===== src/rtl/ray_point_pipe.sv =====
// Two-stage ray-point evaluator: point = dir * p + ori per axis, with valid/ready flow control,
// tag passthrough, miss flagging and a saturating miss counter. Define RAY_POINT_SAT_EN to clamp sums.

module ray_point_axis #(
   parameter int DIR_W     = 10,
   parameter int ORI_W     = 10,
   parameter int P_RANGE_W = 10,
   parameter int OUT_W     = 18
) (
   input  logic                 clk,
   input  logic                 rst_n,
   input  logic                 i_ld_s1,
   input  logic                 i_ld_s2,
   input  logic                 i_miss_s1,
   input  logic [DIR_W-1:0]     i_dir,
   input  logic [ORI_W-1:0]     i_ori,
   input  logic [P_RANGE_W-1:0] i_p_lo,
   output logic [OUT_W-1:0]     o_out
);
   localparam int PROD_W = DIR_W + P_RANGE_W;
   localparam int SUM_W  = ((PROD_W > ORI_W) ? PROD_W : ORI_W) + 1;
   localparam int EXT_W  = (SUM_W > OUT_W) ? SUM_W : OUT_W;

   logic [PROD_W-1:0] r_prod;
   logic [ORI_W-1:0]  r_ori;
   logic [OUT_W-1:0]  r_out;
   logic [EXT_W-1:0]  w_sum;
   logic [OUT_W-1:0]  w_red;

   always_comb begin
      w_sum = EXT_W'(r_prod) + EXT_W'(r_ori);
`ifdef RAY_POINT_SAT_EN
      w_red = ((w_sum >> OUT_W) != '0) ? '1 : w_sum[OUT_W-1:0];
`else
      w_red = OUT_W'(w_sum);
`endif
   end

   always_ff @(posedge clk or negedge rst_n) begin
      if (!rst_n) begin
         r_prod <= '0;
         r_ori  <= '0;
         r_out  <= '0;
      end else begin
         if (i_ld_s1) begin
            r_prod <= PROD_W'(i_dir) * PROD_W'(i_p_lo);
            r_ori  <= i_ori;
         end
         // a miss forces every axis to all ones so no coordinate is left stale
         if (i_ld_s2)
            r_out <= i_miss_s1 ? '1 : w_red;
      end
   end

   assign o_out = r_out;
endmodule

module ray_point_pipe #(
   parameter int P_W       = 19,
   parameter int P_RANGE_W = 10,
   parameter int ORI_W     = 10,
   parameter int DIR_W     = 10,
   parameter int OUT_W     = 18,
   parameter int TAG_W     = 8,
   parameter int CNT_W     = 16
) (
   input  logic                 clk,
   input  logic                 rst_n,
   input  logic                 in_valid,
   output logic                 in_ready,
   input  logic [P_W-1:0]       in_p,
   input  logic [TAG_W-1:0]     in_tag,
   input  logic [ORI_W-1:0]     ori_x,
   input  logic [ORI_W-1:0]     ori_y,
   input  logic [ORI_W-1:0]     ori_z,
   input  logic [DIR_W-1:0]     dir_x,
   input  logic [DIR_W-1:0]     dir_y,
   input  logic [DIR_W-1:0]     dir_z,
   output logic                 out_valid,
   input  logic                 out_ready,
   output logic [OUT_W-1:0]     out_x,
   output logic [OUT_W-1:0]     out_y,
   output logic [OUT_W-1:0]     out_z,
   output logic [P_RANGE_W-1:0] out_p,
   output logic                 out_miss,
   output logic [TAG_W-1:0]     out_tag,
   output logic [CNT_W-1:0]     miss_cnt
);
   logic [1:0]                 r_vld_pipe;
   logic                       r_miss_s1, r_miss_s2;
   logic [P_RANGE_W-1:0]       r_p_s1, r_p_s2;
   logic [TAG_W-1:0]           r_tag_s1, r_tag_s2;
   logic [CNT_W-1:0]           r_cnt;
   logic                       w_adv, w_acc, w_ld_s2, w_miss_in;
   logic [2:0][DIR_W-1:0]      w_dir;
   logic [2:0][ORI_W-1:0]      w_ori;
   logic [2:0][OUT_W-1:0]      w_out;

   // single global stall: the whole pipe moves only when the output slot is free or draining
   assign w_adv     = !r_vld_pipe[1] || out_ready;
   assign w_acc     = in_valid && w_adv;
   assign w_ld_s2   = w_adv && r_vld_pipe[0];
   assign w_miss_in = |in_p[P_W-1:P_RANGE_W];
   assign w_dir     = {dir_z, dir_y, dir_x};
   assign w_ori     = {ori_z, ori_y, ori_x};

   for (genvar a = 0; a < 3; a++) begin : g_axis
      ray_point_axis #(
         .DIR_W(DIR_W), .ORI_W(ORI_W), .P_RANGE_W(P_RANGE_W), .OUT_W(OUT_W)
      ) u_axis (
         .clk      (clk),
         .rst_n    (rst_n),
         .i_ld_s1  (w_acc),
         .i_ld_s2  (w_ld_s2),
         .i_miss_s1(r_miss_s1),
         .i_dir    (w_dir[a]),
         .i_ori    (w_ori[a]),
         .i_p_lo   (in_p[P_RANGE_W-1:0]),
         .o_out    (w_out[a])
      );
   end

   always_ff @(posedge clk or negedge rst_n) begin
      if (!rst_n) begin
         r_vld_pipe <= '0;
         r_miss_s1  <= 1'b0;
         r_p_s1     <= '0;
         r_tag_s1   <= '0;
         r_miss_s2  <= 1'b0;
         r_p_s2     <= '0;
         r_tag_s2   <= '0;
      end else if (w_adv) begin
         r_vld_pipe <= {r_vld_pipe[0], in_valid};
         if (in_valid) begin
            r_miss_s1 <= w_miss_in;
            r_p_s1    <= in_p[P_RANGE_W-1:0];
            r_tag_s1  <= in_tag;
         end
         if (r_vld_pipe[0]) begin
            r_miss_s2 <= r_miss_s1;
            r_p_s2    <= r_miss_s1 ? '1 : r_p_s1;
            r_tag_s2  <= r_tag_s1;
         end
      end
   end

   // counted at acceptance so stalled or flushed misses are still included
   always_ff @(posedge clk or negedge rst_n) begin
      if (!rst_n)
         r_cnt <= '0;
      else if (w_acc && w_miss_in && (r_cnt != '1))
         r_cnt <= r_cnt + CNT_W'(1);
   end

   assign in_ready  = w_adv;
   assign out_valid = r_vld_pipe[1];
   assign out_x     = w_out[0];
   assign out_y     = w_out[1];
   assign out_z     = w_out[2];
   assign out_p     = r_p_s2;
   assign out_miss  = r_miss_s2;
   assign out_tag   = r_tag_s2;
   assign miss_cnt  = r_cnt;
endmodule


===== config.mk =====
export PLATFORM = sky130hd
export DESIGN_NAME = ray_point_pipe
export DESIGN_NICKNAME = d
export VERILOG_FILES = /design/src/rtl/ray_point_pipe.sv
export SDC_FILE = /design/constraint.sdc
export NUM_CORES = 1
export LEC_CHECK = 0
export ABC_AREA = 0
export ABC_CLOCK_PERIOD_IN_PS = 4000
export CAP_MARGIN = 20
export CORE_AREA = 4 4 221 223
export CTS_CLUSTER_SIZE = 12
export DETAILED_ROUTE_END_ITERATION = 8
export DIE_AREA = 0 0 225 227
export SKIP_CTS_REPAIR_TIMING = 1
export SLEW_MARGIN = 20
export SYNTH_ARGS = -nofsm -noshare
export SYNTH_HDL_FRONTEND = slang
export SYNTH_HIERARCHICAL = 1
export SYNTH_SLANG_ARGS = --single-unit
export TNS_END_PERCENT = 100

===== constraint.sdc =====
create_clock -name clk -period 4 [get_ports clk]
set_input_delay 0.8 -clock clk [delete_from_list [all_inputs] [get_ports clk]]
set_output_delay 0.8 -clock clk [all_outputs]
set_load 0.05 [all_outputs]

==> impl_metrics.tcl <==
set metrics [dict create \
    status "finished with violations" \
    violations "setup timing" \
    antenna_found_initial 1 \
    nNetsFinal 2734 \
    synth_fp_nets 2354 \
    synth_edf_count 0 \
    placed_cell_area_um2 23300 \
    vdd_ir_drop_max_mv 0.426 \
    cts_tree "yes" \
    start_util_pct 39.8 \
    h-tree-depth 4 \
    dieArea_um2 51100 \
    syn_avg_cell_area_um2 9.70 \
    power_density_nw_per_um2 730 \
    rr_worst_depth 9 \
    p_leak_nw 11.7 \
    setup_tns_ns -21.67 \
    yosys-top-cells-area "dfrtp_1, fa_1, ha_1" \
    grt_overflow 0 \
    root_buffer "clkbuf_16" \
    yosys.cell_types.count 75 \
    worstPathRequired_ns 4.38 \
    vias 15000 \
    ios 182 \
    yosys.area.top_type "dfrtp_1" \
    wl_per_cell_um 17.0 \
    num_rows 79 \
    route.detailed.drc 0 \
    worstSetupPathType "input port to flip-flop" \
    path_max_fanout 5 \
    drv_cap 0 \
    grt_first_pass_wirelength_um 79700 \
    pre_cts_slack_ns -1.78 \
    top_usage_layer "met2" \
    fp.dieW_um 225 \
    drt_iter0_drc 620 \
    grtUsageMet2_pct 34.7 \
    ys_warn_count 6 \
    slew_violations 0 \
    cp-end-kind "flip-flop" \
    fillers 4171 \
    fin_util_pct 53.8 \
    synth_top_area_share_pct 26.2 \
    crit_arrival_ns 5.28 \
    use_met3_pct 2.95 \
    wl_um 49600 \
    async_flop_share_pct 100 \
    clock_path_buffers 2 \
    r2r_start "g_axis[0].u_axis/r_prod[0]" \
    rsz0062_at_grt "true" \
    grt_max_degree 88 \
    layout_setup_ws_ns -0.900 \
    ys.flop_type "dfrtp_1" \
    maxSlewHeadroom_pct 48.4 \
    area_growth_pct 35.4 \
    finalCritPeriodShare_pct 122 \
    worst_clock_skew_ns 0.00988 \
    r2r-end "g_axis[0].u_axis/o_out[16]" \
    fin_area_um2 25100 \
    cp_slowest_cell "fa_2" \
    finalPower_mw 18.3 \
    hold_path.class "input port to asynchronous set/reset pin" \
    grt_usage_pct 19.4 \
    port_buffers 181 \
    gp_congestion 0.858 \
    ys_seq_area_share_pct 26.2 \
    startpoint "in_p[1]" \
    core_um2 46600 \
    clock_latency_ns 0.49 \
    die_height_um 227 \
    final_hold_viol_count 0 \
    synth_seq_cells 194 \
    grtUsageMet1_pct 24.0 \
    clkTransAtPathRegs_ns 0.07 \
    r2r_slack_ns 1.47 \
    antenna_left 0 \
    crit_top_cell "fa_1" \
    vias_per_cell 5.15 \
    numCtsBuffers 17 \
    setup_viol 34 \
    path_cells "buf_6, buf_8, buf_6, buf_12, nand2_4, fa_1, inv_2, fa_1, fa_1, fa_1, fa_2, ha_4, a21oi_2, o21ai_2, a2111oi_4, nor2_1, xor2_1, mux2_4" \
    fin_crit_ns 4.90 \
    clock-sinks 194 \
    dp_hpwl_um 38200 \
    synth_area_um2 18500 \
    worstMarginPinSlew_ns 0.766 \
    cp-start-kind "input port" \
    cp-endpoint "g_axis[0].u_axis/r_prod[14]" \
    drtPass1Iterations 5 \
    cpPeakStageDelay_ns 0.58 \
    grt_pass1_vias 15900 \
    layout-drive-gt1-share_pct 25.3 \
    fmax_mhz 204 \
    syn-instance-count 1908 \
]
## final cells by class
class	instances	area, µm²	area share, %
diodes	1	2.50	0.00998
well taps	607	759	3.03
inverters	217	817	3.26
clock inverters	13	148	0.589
clock buffers	19	443	1.77
repair buffers	437	4370	17.4
flip-flops and latches	194	4850	19.4
multi-input cells	1421	13700	54.5
## report_power, final
part,total [mW],internal [mW],switching [mW],leakage [nW]
Clock,1.77,0.943,0.822,0.277
Sequential,3.13,2.63,0.496,2.21
Combinational,13.4,6.57,6.84,9.25
## cells by family after synthesis
kind of cell / Yosys count / share of synthesized area (%)
simple gates: 599 / 16.5
fa+ha+maj: 355 / 31.5
compound gates: 295 / 10.4
buf+inv: 293 / 5.95
flops: 194 / 26.2
xor+xnor: 86 / 4.14
mux: 86 / 5.22
## synthesized netlist by cell type, types with 4 or more instances
cell	number
a211oi_1	11
a21boi_0	4
a21o_1	26
a21oi_1	79
a31oi_1	25
and2_1	176
and3_1	14
clkbuf_1	73
dfrtp_1	194
fa_1	186
ha_1	169
inv_1	216
mux2_2	81
mux2i_1	4
nand2_1	178
nand2b_1	6
nand3_1	37
nand3b_1	6
nand4_1	22
nor2_1	107
nor2b_1	7
nor3_1	11
nor4_1	4
o211ai_1	8
o21a_1	8
o21ai_0	62
o21ai_1	8
o21bai_1	7
o2bb2ai_1	4
o31ai_1	11
or3_1	9
or4_1	4
xnor2_1	58
xor2_1	27
## sequential cells by signal, summed over array words and instances, names as in the netlist
signal	cells
out_miss	1
g_axis.u_axis/r_ori	30
r_p_s1	10
g_axis.u_axis/r_prod	54
r_miss_s1	1
r_vld_pipe	2
miss_cnt	16
out_tag	8
out_p	10
g_axis.u_axis/o_out	54
r_tag_s1	8
## per-stage QoR
stage / instances / hold WS (ns)
final: 2909 / 0.335
after global routing: 2909 / 0.388
after CTS: 2874 / 0.351
after detailed placement: 2842 / 0.458
after global placement: 2842 / 0.449
after floorplan: 1908 / 0.436
## worst min-delay path by stage
stage                        from                          to  slack [ns]  cells after the start
floorplan           r_vld_pipe[0]               r_vld_pipe[1]        0.44                      2
global placement    r_vld_pipe[0]               r_vld_pipe[1]        0.45                      2
detailed placement  r_vld_pipe[0]               r_vld_pipe[1]        0.46                      2
CTS                         rst_n  g_axis[2].u_axis/o_out[10]        0.35                      1
global route                rst_n  g_axis[2].u_axis/o_out[10]        0.39                      1
finish                      rst_n  g_axis[2].u_axis/o_out[10]        0.34                      1
## critical path: cells and delay by family
| family | cells | cell delay (ns) |
|---|---|---|
| adder cells (fa/ha/maj) | 6 | 2.80 |
| XOR/XNOR | 1 | 0.17 |
| AO/OA/AOI/OAI | 3 | 0.62 |
| buffers and inverters | 5 | 0.49 |
| multiplexers | 1 | 0.25 |
| AND/OR/NAND/NOR | 2 | 0.15 |
## layout by cell type (no fill, tap or decap), drive strengths merged, types with 11 or more instances in the layout
master	synthesis	layout
buf	3	257
inv	216	221
dfrtp	194	194
fa	186	186
nand2	178	178
and2	176	176
ha	169	169
clkdlybuf4s50	0	143
nor2	108	108
a21oi	83	83
mux2	82	82
o21ai	71	71
xnor2	58	58
nand3	37	37
clkbuf	73	36
xor2	27	27
a21o	27	27
a31oi	25	25
nand4	22	22
dlymetal6s2s	0	20
and3	14	14
a211oi	13	13
nor3	12	12
o31ai	11	11
## routing by layer
| layer | up-vias | share of wire (%) |
|---|---|---|
| met3 | 68 | 3.2 |
| met2 | 247 | 51 |
| met5 | - | 0 |
| met1 | 7557 | 43 |
| li1 | 7119 | - |
| met4 | 0 | 2.6 |
Power figures use the tool's default switching activity.
